===== src/rtl/fetch_stage.sv =====
// IF stage of the 16-bit pipelined MIPS core: owns the PC, drives the instruction
// memory address and fills the IF/ID pipeline register (stall, redirect, HALT).
module fetch_stage #(
  parameter logic [15:0] RESET_PC    = 16'h0000,
  parameter logic [15:0] NOP_INSTR   = 16'h0000,
  parameter logic [3:0]  HALT_OPCODE = 4'hF
) (
  input  logic        clk,
  input  logic        rst,
  input  logic        stall,
  input  logic        redirect,
  input  logic [15:0] redirect_pc,
  output logic [15:0] imem_pc,
  input  logic [15:0] imem_instr,
  output logic [15:0] ifid_instr,
  output logic [15:0] ifid_pc,
  output logic [15:0] ifid_pc_plus1,
  output logic        ifid_valid,
  output logic        halted
);

  typedef enum logic {RUN, HALTED} state_e;

  state_e      state_q;
  logic [15:0] pc_q;
  logic [15:0] instr_q;
  logic [15:0] ifid_pc_q;
  logic [15:0] ifid_pc_plus1_q;
  logic        valid_q;
  logic [15:0] pc_inc_d;
  logic        is_halt_d;

  // 16-bit add wraps FFFF -> 0000 naturally.
  assign pc_inc_d  = pc_q + 16'd1;
  assign is_halt_d = (imem_instr[15:12] == HALT_OPCODE);

  always_ff @(posedge clk) begin
    if (rst) begin
      state_q         <= RUN;
      pc_q            <= RESET_PC;
      instr_q         <= NOP_INSTR;
      ifid_pc_q       <= 16'h0000;
      ifid_pc_plus1_q <= 16'h0000;
      valid_q         <= 1'b0;
    end else if (redirect) begin
      // Redirect beats stall; the younger fetch is squashed into a bubble.
      state_q <= RUN;
      pc_q    <= redirect_pc;
      instr_q <= NOP_INSTR;
      valid_q <= 1'b0;
    end else if (!stall) begin
      case (state_q)
        RUN: begin
          instr_q         <= imem_instr;
          ifid_pc_q       <= pc_q;
          ifid_pc_plus1_q <= pc_inc_d;
          valid_q         <= 1'b1;
          if (is_halt_d) state_q <= HALTED;
          else           pc_q    <= pc_inc_d;
        end
        HALTED: begin
          instr_q <= NOP_INSTR;
          valid_q <= 1'b0;
        end
        default: state_q <= RUN;
      endcase
    end
  end

  assign imem_pc       = pc_q;
  assign ifid_instr    = instr_q;
  assign ifid_pc       = ifid_pc_q;
  assign ifid_pc_plus1 = ifid_pc_plus1_q;
  assign ifid_valid    = valid_q;
  assign halted        = (state_q == HALTED);

endmodule

===== config.mk =====
export PLATFORM = sky130hd
export DESIGN_NAME = fetch_stage
export DESIGN_NICKNAME = d
export VERILOG_FILES = /design/src/rtl/fetch_stage.sv
export SDC_FILE = /design/constraint.sdc
export NUM_CORES = 1
export LEC_CHECK = 0
export CAP_MARGIN = 20
export CORE_UTILIZATION = 40
export DETAILED_ROUTE_END_ITERATION = 16
export GPL_ROUTABILITY_DRIVEN = 0
export MAX_ROUTING_LAYER = met4
export PLACE_DENSITY = 0.71
export SETUP_SLACK_MARGIN = 0.5
export SLEW_MARGIN = 20
export SYNTH_ARGS = -nofsm -noshare
export SYNTH_HDL_FRONTEND = slang
export SYNTH_SLANG_ARGS = --single-unit
export TNS_END_PERCENT = 5

===== constraint.sdc =====
create_clock -name clk -period 6.1 [get_ports clk]
set_clock_uncertainty 0.15 [all_clocks]
set_input_delay 1.525 -clock clk [delete_from_list [all_inputs] [get_ports clk]]
set_output_delay 1.525 -clock clk [all_outputs]
set_load 0.01 [all_outputs]

=== Yosys cells after proc, flatten, opt, wreduce, memory -nomap -nowiden ===
Cells that the tools add are included.

* Equal/unequal tests: 4
* $lt $le $gt $ge: 0
* Bitwise logic cells: 3
* Reduce and logical (&&, ||, !) cells: 3
* Add/subtract/negate cells: 1
* Multiply operators: 0
* Div/mod/pow operators: 0
* Mux-type cells: 8
* Shifts and indexed selects: 0

{| class="wikitable"
|+ Operators by type and width
! kind !! number
|-
| 16-bit 2-to-1 mux || 4
|-
| 16-bit case mux with 2 select lines || 1
|-
| 16-bit by 1-bit adder with 16-bit output (second input constant) || 1
|-
| 3-bit AND reduction || 2
|-
| 4-bit == test (second input constant) || 1
|-
| 2-bit inequality test (second input constant) || 2
|-
| 1-bit NOT || 3
|-
| 1-bit 2-to-1 mux || 2
|-
| 2-bit by 1-bit inequality test with 1-bit output (second input constant) || 1
|-
| 1-bit case mux with 2 select lines || 1
|-
| 2-bit OR reduction || 1
|}

* Bits in read-only memories: 0
* Bits of input ports: 36
* Word-level logic and storage cells: 25
* Latch bits: 0
* Bits in writable memories: 0
* Output and inout bits: 66
* Bits in registers: 66
* Memories: 0

=== Logic depth before layout (Yosys ltp) ===
Gate-level depths: netlist of the first run.

* Depth after elaboration: 5
* Gate-level depth with buffers: 6
* Gate-level depth less buffers: 5

=== Least setup slack after synthesis of the first run ===
Ideal clock, no wire load.

* Kind: input to register
* From: input stall
* To: register pc_q[10], in the netlist imem_pc[10]
* Data arrival time: 2995 ps
* Cell stages on the path: 5
* Path slack: 2865 ps
* Data required time: 5859 ps
* Path buffers: 1
* Setup time: 91 ps
* Cell sequence: or2_2 -> buf_2 -> nor4_1 -> or3b_2 -> a311oi_1

* Cells in the longest elaborated chain, start to end: 2

{| class="wikitable"
|+ Ends and longest elaborated chain
! element !! RTL line !! text
|-
| start, declared || 10 || <nowiki>input logic stall,</nowiki>
|-
| 2-bit by 1-bit inequality test with 1-bit output (no source line) || n/a ||
|-
| 3-bit AND reduction (no source line) || n/a ||
|-
| end signal, assigned || 48 || <nowiki>pc_q <= redirect_pc;</nowiki>
|-
| end signal, assigned || 59 || <nowiki>else pc_q <= pc_inc_d;</nowiki>
|-
| end, declared || 25 || <nowiki>logic [15:0] pc_q;</nowiki>
|}

Every way passes these cells.
A chain may end at the register's enable or synchronous reset.

=== Final worst setup path of the first run ===
Ends and elaborated chain as after synthesis.

==> results.tsv, run 1 <==
stage	metric	value	unit
status	outcome	finished, final reports clean	
worst_hold_path	Hold Path Class	reg2reg	
clock_network	Sink Count	66	
detailed_routing	metal3 WL	452	um
floorplan	Die Ht	85.3	um
clock_network	Post-CTS Resized	0	
logic_synthesis	top_reg_cell synth	dfxtp_1	
clock_network	H-tree Lvls	3	
job	# Max-Cap Violations	0	
detailed_routing	1st-iter DRT viols	215	
setup_path	cell chain of the critical path	clkdlybuf4s50_1 > or2_2 > nor4_1 > or3b_2 > a311oi_1	
timing	Max Slew Vio Count	0	
logic_synthesis	Yosys warning count	0	
global_routing	largest net degree at the start of global routing	50	
clock_network	CTS max path bufs	2	
global_routing	first-pass GRT wire length	12.2	mm
floorplan	Initial Utilization	42.5	%
setup_path	Max stage delay on crit path	0.79	ns
clock_network	Clock transition at path regs	0.07	ns
detailed_routing	Final ANT Viol Nets	0	
detailed_routing	Avg WL per Cell	14.9	um
detailed_routing	met2 routed WL	3.35	mm
clock_network	Post-CTS Setup Bufs	0	
detailed_routing	post-DR vias/cell	5.39	
setup_path	slowest CP cell	clkdlybuf4s50_1	
placement	IO Port Bufs	101	
global_routing	initial antenna violation count	0	
setup_path	Req. time, crit path	6.18	ns
pwr	power per cell area	247	nW/um^2
detailed_routing	# DRC	0	
global_routing	vias in the first global route	2509	
final_layout	antenna diode count	0	
timing	unrepaired setup endpoints after global routing	false	
timing	Period minus WS final	3.98	ns
logic_synthesis	Post-Synthesis Cells	328	
setup_path	WS Path Type	in2reg	
placement	DP HPWL	5.07	mm
floorplan	die area	7280	um^2
timing	Slew HR	39.7	%
final_layout	nets	449	
detailed_routing	top routing layer in use	met4	
logic_synthesis	Mapped Area	2780	um^2
final_layout	Syn-to-layout area delta	42.7	%
clock_network	CTS tree	done	
clock_network	hold bufs inserted after CTS	0	
detailed_routing	vias post-DR	2656	
timing	Fmax	0.251	GHz
floorplan	Horiz. Die Dim	85.3	um
logic_synthesis	Post-synth EDFFs	0	
clock_network	worst-skew pair later-pin latency	0.33	ns
timing	slew at the pin closest to its max-slew limit	0.903	ns
setup_path	Worst setup SP type	input pin	
global_routing	GRT Residual Overflow	0	
global_routing	GRT Util Overall	21.8	%
pwr	VDD IR max	0.000152	V
timing	Final period util	65.2	%
floorplan	Core Footprint	6530	um^2
final_layout	most frequent cells in the layout	100 x clkdlybuf4s50_1, 66 x dfxtp_1, 54 x nor2_1, 42 x nand2_1, 21 x a211oi_1	
floorplan	io pins	102	
logic_synthesis	Mapped Nets	365	
timing	Min Hold Slack	0.303	ns
setup_path	worst-path maximum fanout	21	
final_layout	fraction of layout cells with a size suffix above 1	5.05	%
setup_path	CP endpoint kind	flip-flop	
clock_network	TritonCTS Buffers	9	
floorplan	row count	29	
logic_synthesis	syn_area_per_cell	8.46	um^2
final_layout	commonest non-fill, non-tap cell in the layout	clkdlybuf4s50_1	
clock_network	root buffer cell	clkbuf_8	
logic_synthesis	Seq/Total Area, Yosys	47.6	%
timing	Setup Total Neg Slack	0	ns
logic_synthesis	#FFs+latches synth	66	
setup_path	crit path DAT	4.06	ns
logic_synthesis	Post-synth ARST share	0	%
timing	final setup vio count	0	
detailed_routing	WL final	7.34	mm
timing	Fin. Hold Viols	0	
logic_synthesis	library cells used by synthesis	33	
pwr	Leakage Power	1.34	nW
detailed_routing	Pre-antenna DRT Iters	4	
detailed_routing	WL met1	3.43	mm
-- sequential cells by signal, indices dropped and copies added (netlist names) --
signal	cells
halted	1
imem_pc	16
ifid_pc	16
ifid_valid	1
ifid_pc_plus1	16
ifid_instr	16
-- synthesized netlist by cell type, types with 2 or more instances --
cell type  number  area (um^2)
o31ai_1         2         15.0
dfxtp_1        66         1320
and4_1          2         17.5
nand4_1         3         18.8
clkbuf_1       22         82.6
buf_2           5         25.0
a22oi_1        16          120
a311oi_1        8         70.1
a211oi_1       21          158
a21oi_1        20          100
xor2_1          8         70.1
nor4_1          5         31.3
or3_1           7         43.8
inv_1           4         15.0
nor2_1         55          206
xnor2_1        13          114
nand3_1         6         30.0
o21ai_0         4         20.0
or2_2           2         12.5
or4_1           3         22.5
nand2_1        42          158
nor3_1          3         15.0
-- area by class of cell --
class / instances / area [um^2]
clock buffer: 13 / 149
fill: 594 / 2570
timing repair buffer: 102 / 1010
inverter: 4 / 15.0
sequential: 66 / 1320
multi-input combinational: 229 / 1330
clock inverter: 2 / 37.5
tap: 77 / 96.3
-- critical path, delay by kind of cell --
family	cells	cell delay, ns
buffers and inverters	1	0.79
and+or+nand+nor	3	1.47
AOI/OAI and AO/OA	1	0.27
-- worst paths after layout --
check,start,endpoint,slack [ns],cells after the start
worst max-delay path,stall,imem_pc[10]$_SDFFE_PP0P_,2.12,5
worst min-delay path,ifid_pc[6]$_SDFFE_PP0P_,ifid_pc[6]$_SDFFE_PP0P_,0.30,2
worst max register to register,imem_pc[0]$_SDFFE_PP0P_,imem_pc[14]$_SDFFE_PP0P_,3.59,5
worst min register to register,ifid_pc[6]$_SDFFE_PP0P_,ifid_pc[6]$_SDFFE_PP0P_,0.30,2
-- layer usage --
metal,vias to the layer above,GRT usage [%]
li1,1317,-
met1,1237,28.8
met2,92,32.2
met3,10,5.64
met4,0,7.88
met5,-,-
-- through the flow --
step           instances  setup WS, ns  total power, mW  util (%)  area, um^2
2_1_floorplan        328          2.86            0.552         -        2780
3_3_place_gp         478          1.90            0.628      57.8        3770
3_5_place_dp         478          1.83            0.631      57.8        3770
4_1_cts              493          2.16            0.984      60.6        3960
5_1_grt              493          1.96             1.02      60.6        3960
6_report             493          2.12            0.977      60.6        3960
-- power by group --
part / switching (mW) / internal, mW / leakage [nW]
registers: 0.0253 / 0.453 / 0.541
logic: 0.0646 / 0.0784 / 0.706
clock network: 0.158 / 0.198 / 0.0897
-- kinds of logic after synthesis --
family	synth area share, %
and+or+nand+nor	22.2
AOI/OAI and AO/OA	18.3
DFF	47.6
buffers and inverters	4.87
xor gates and xnor gates	6.63
adders and majority gates	0.451
No activity file was read; power rests on OpenSTA's default activity.
==> run 2: changes to the inputs <==
--- a/config.mk
+++ b/config.mk
@@ -10,7 +10,7 @@
 export DETAILED_ROUTE_END_ITERATION = 16
 export GPL_ROUTABILITY_DRIVEN = 0
 export MAX_ROUTING_LAYER = met4
-export PLACE_DENSITY = 0.71
+export PLACE_DENSITY = 0.74
 export SETUP_SLACK_MARGIN = 0.5
 export SLEW_MARGIN = 20
 export SYNTH_ARGS = -nofsm -noshare
==> constraint.sdc (replaced) <==
create_clock -name clk -period 3.35 [get_ports clk]
set_clock_uncertainty 0.15 [all_clocks]
set_input_delay 0.8375 -clock clk [delete_from_list [all_inputs] [get_ports clk]]
set_output_delay 0.8375 -clock clk [all_outputs]
set_load 0.01 [all_outputs]
==> run 2 against run 1 <==
Net effect: highest routed layer unchanged; global-route usage is 0.12 points lower; critical path type unchanged; critical path depth stayed put; worst hold slack better by 0.0017 ns; sequential power is 82% higher; utilization is 1.0 points higher; sequential share of layout area is 0.54 points lower; sequential cell count stayed put; combinational power is 85% higher; clock-buffer cell count stayed put; largest power group unchanged.
==> results.tsv, run 2 (synthesis gave the netlist of run 1 again) <==
stage	metric	value	unit	change
floorplan	Die Ht	85.3	um	unchanged
pwr	Leakage Power	1.39	nW	+3.7%
timing	Setup Total Neg Slack	0	ns	unchanged
pwr	power per cell area	453	nW/um^2	+83%
job	# Max-Cap Violations	0		unchanged
timing	Fmax	0.377	GHz	
setup_path	Worst setup SP type	input pin		
setup_path	WS Path Type	in2reg		
setup_path	slowest CP cell	or3b_2		
floorplan	Initial Utilization	42.5	%	unchanged
timing	Period minus WS final	2.65	ns	
detailed_routing	# DRC	0		unchanged
timing	slew at the pin closest to its max-slew limit	0.682	ns	-0.221 ns
floorplan	row count	29		unchanged
clock_network	H-tree Lvls	3		unchanged
pwr	VDD IR max	0.000364	V	+140%
final_layout	commonest non-fill, non-tap cell in the layout	clkdlybuf4s50_1		
timing	final setup vio count	0		unchanged
final_layout	multi-input logic area	1320	um^2	-0.38%
timing	Fin. Hold Viols	0		unchanged
final_layout	most frequent cells in the layout	100 x clkdlybuf4s50_1, 66 x dfxtp_1, 54 x nor2_1, 42 x nand2_1, 21 x a211oi_1		
placement	DP HPWL	5.26	mm	+3.7%
clock_network	Post-CTS Setup Bufs	0		unchanged
detailed_routing	1st-iter DRT viols	178		-17%
global_routing	largest net degree at the start of global routing	42		-16%
global_routing	vias in the first global route	2521		+0.48%
global_routing	GRT Util Overall	21.7	%	-0.12 points
final_layout	nets	456		+1.6%
setup_path	worst-path maximum fanout	7		-67%
clock_network	TritonCTS Buffers	9		unchanged
timing	Slew HR	54.1	%	+14 points
setup_path	R2R Path End	imem_pc[14]$_SDFFE_PP0P_		
global_routing	first-pass GRT wire length	11.8	mm	-3.7%
setup_path	R2R setup slack	0.87	ns	-2.72 ns
clock_network	worst-skew pair later-pin latency	0.34	ns	about the same
placement	setup slack at placement	0.350	ns	-1.48 ns
timing	Final period util	79.1	%	
status	outcome	finished, final reports clean		
floorplan	Core Footprint	6530	um^2	unchanged
timing	final setup margin	0.699	ns	-1.42 ns
clock_network	CTS tree	done		
detailed_routing	Avg WL per Cell	14.7	um	-1.0%
setup_path	cell chain of the critical path	clkdlybuf4s50_1 > or2_2 > nor4_1 > or3b_2 > a311oi_1		
clock_network	hold bufs inserted after CTS	0		unchanged
detailed_routing	Final ANT Viol Nets	0		unchanged
placement	IO Port Bufs	101		unchanged
floorplan	Horiz. Die Dim	85.3	um	unchanged
clock_network	root buffer cell	clkbuf_8		
detailed_routing	post-DR vias/cell	5.29		-1.8%
final_layout	FF+latch area	1320	um^2	unchanged
final_layout	fraction of layout cells with a size suffix above 1	7.09	%	+2.0 points
timing	unrepaired setup endpoints after global routing	false		
final_layout	Syn-to-layout area delta	45.0	%	
setup_path	crit path capture	imem_pc[10]$_SDFFE_PP0P_		
setup_path	crit path DAT	2.76	ns	-1.30 ns
detailed_routing	Pre-antenna DRT Iters	5		+1
setup_path	worst r2r path cells	5		unchanged
worst_hold_path	Hold Path Class	reg2reg		
setup_path	Critical Path Start	stall		
detailed_routing	vias post-DR	2644		-0.45%
timing	Max Slew Vio Count	0		unchanged
global_routing	initial antenna violation count	0		unchanged
setup_path	CP endpoint kind	flip-flop		
clock_network	CTS max path bufs	2		unchanged
clock_network	Post-CTS Resized	0		unchanged
final_layout	antenna diode count	0		unchanged
floorplan	die area	7280	um^2	unchanged
floorplan	io pins	102		unchanged
clock_network	Sink Count	66		unchanged
setup_path	FF-to-FF Start	imem_pc[0]$_SDFFE_PP0P_		
global_routing	GRT Residual Overflow	0		unchanged
final_layout	filler cell count	583		-1.9%
setup_path	Max stage delay on crit path	0.48	ns	-0.31 ns
detailed_routing	WL final	7.37	mm	+0.40%
setup_path	Req. time, crit path	3.45	ns	-2.73 ns
clock_network	Clock transition at path regs	0.07	ns	about the same
run 2: layer usage:
metal	vias to the layer above	wire (um)	global-route usage, %
met2	96	3520	35.0
met4	0	70	6.82
met1	1202	3320	25.5
li1	1337	-	-
met5	-	0	-
met3	9	454	7.20
run 2: report_power, final:
group          internal [mW]  switching (mW)
Clock                  0.400           0.286
Combinational          0.147           0.118
Sequential             0.824          0.0463
run 2: through the flow:
step           cell area [um^2]  util, %  power, mW  hold WS (ns)  cells
6_report                   4020     61.6       1.82         0.305    500
5_1_grt                    4020     61.6       1.90         0.323    500
4_1_cts                    4020     61.6       1.83         0.308    500
3_5_place_dp               3820     58.5       1.15         0.299    485
3_3_place_gp               3820     58.5       1.15         0.294    485
2_1_floorplan              2780        -       1.00         0.331    328
run 2: worst min path at each step:
stage | start | cells after the start | end | slack, ns
6_report | ifid_pc[12]$_SDFFE_PP0P_ | 2 | ifid_pc[12]$_SDFFE_PP0P_ | 0.30
5_1_grt | ifid_pc[3]$_SDFFE_PP0P_ | 2 | ifid_pc[3]$_SDFFE_PP0P_ | 0.32
4_1_cts | ifid_pc[11]$_SDFFE_PP0P_ | 2 | ifid_pc[11]$_SDFFE_PP0P_ | 0.31
3_5_place_dp | ifid_pc[11]$_SDFFE_PP0P_ | 2 | ifid_pc[11]$_SDFFE_PP0P_ | 0.30
3_3_place_gp | ifid_pc[11]$_SDFFE_PP0P_ | 2 | ifid_pc[11]$_SDFFE_PP0P_ | 0.29
2_1_floorplan | ifid_pc[0]$_SDFFE_PP0P_ | 2 | ifid_pc[0]$_SDFFE_PP0P_ | 0.33
run 2: cell type report:
cell class,instances,area share (%)
clock inverters,2,0.871
flip-flops and latches,66,32.8
repair buffers,109,26.5
inverters,4,0.373
clock buffers,13,4.20
multi-input cells,229,32.8
well taps,77,2.39
run 2: critical path: cells and delay by family:
family	cells	cell delay [ns]
AOI/OAI and AO/OA	1	0.24
buffers and inverters	1	0.43
and+or+nand+nor	3	1.24
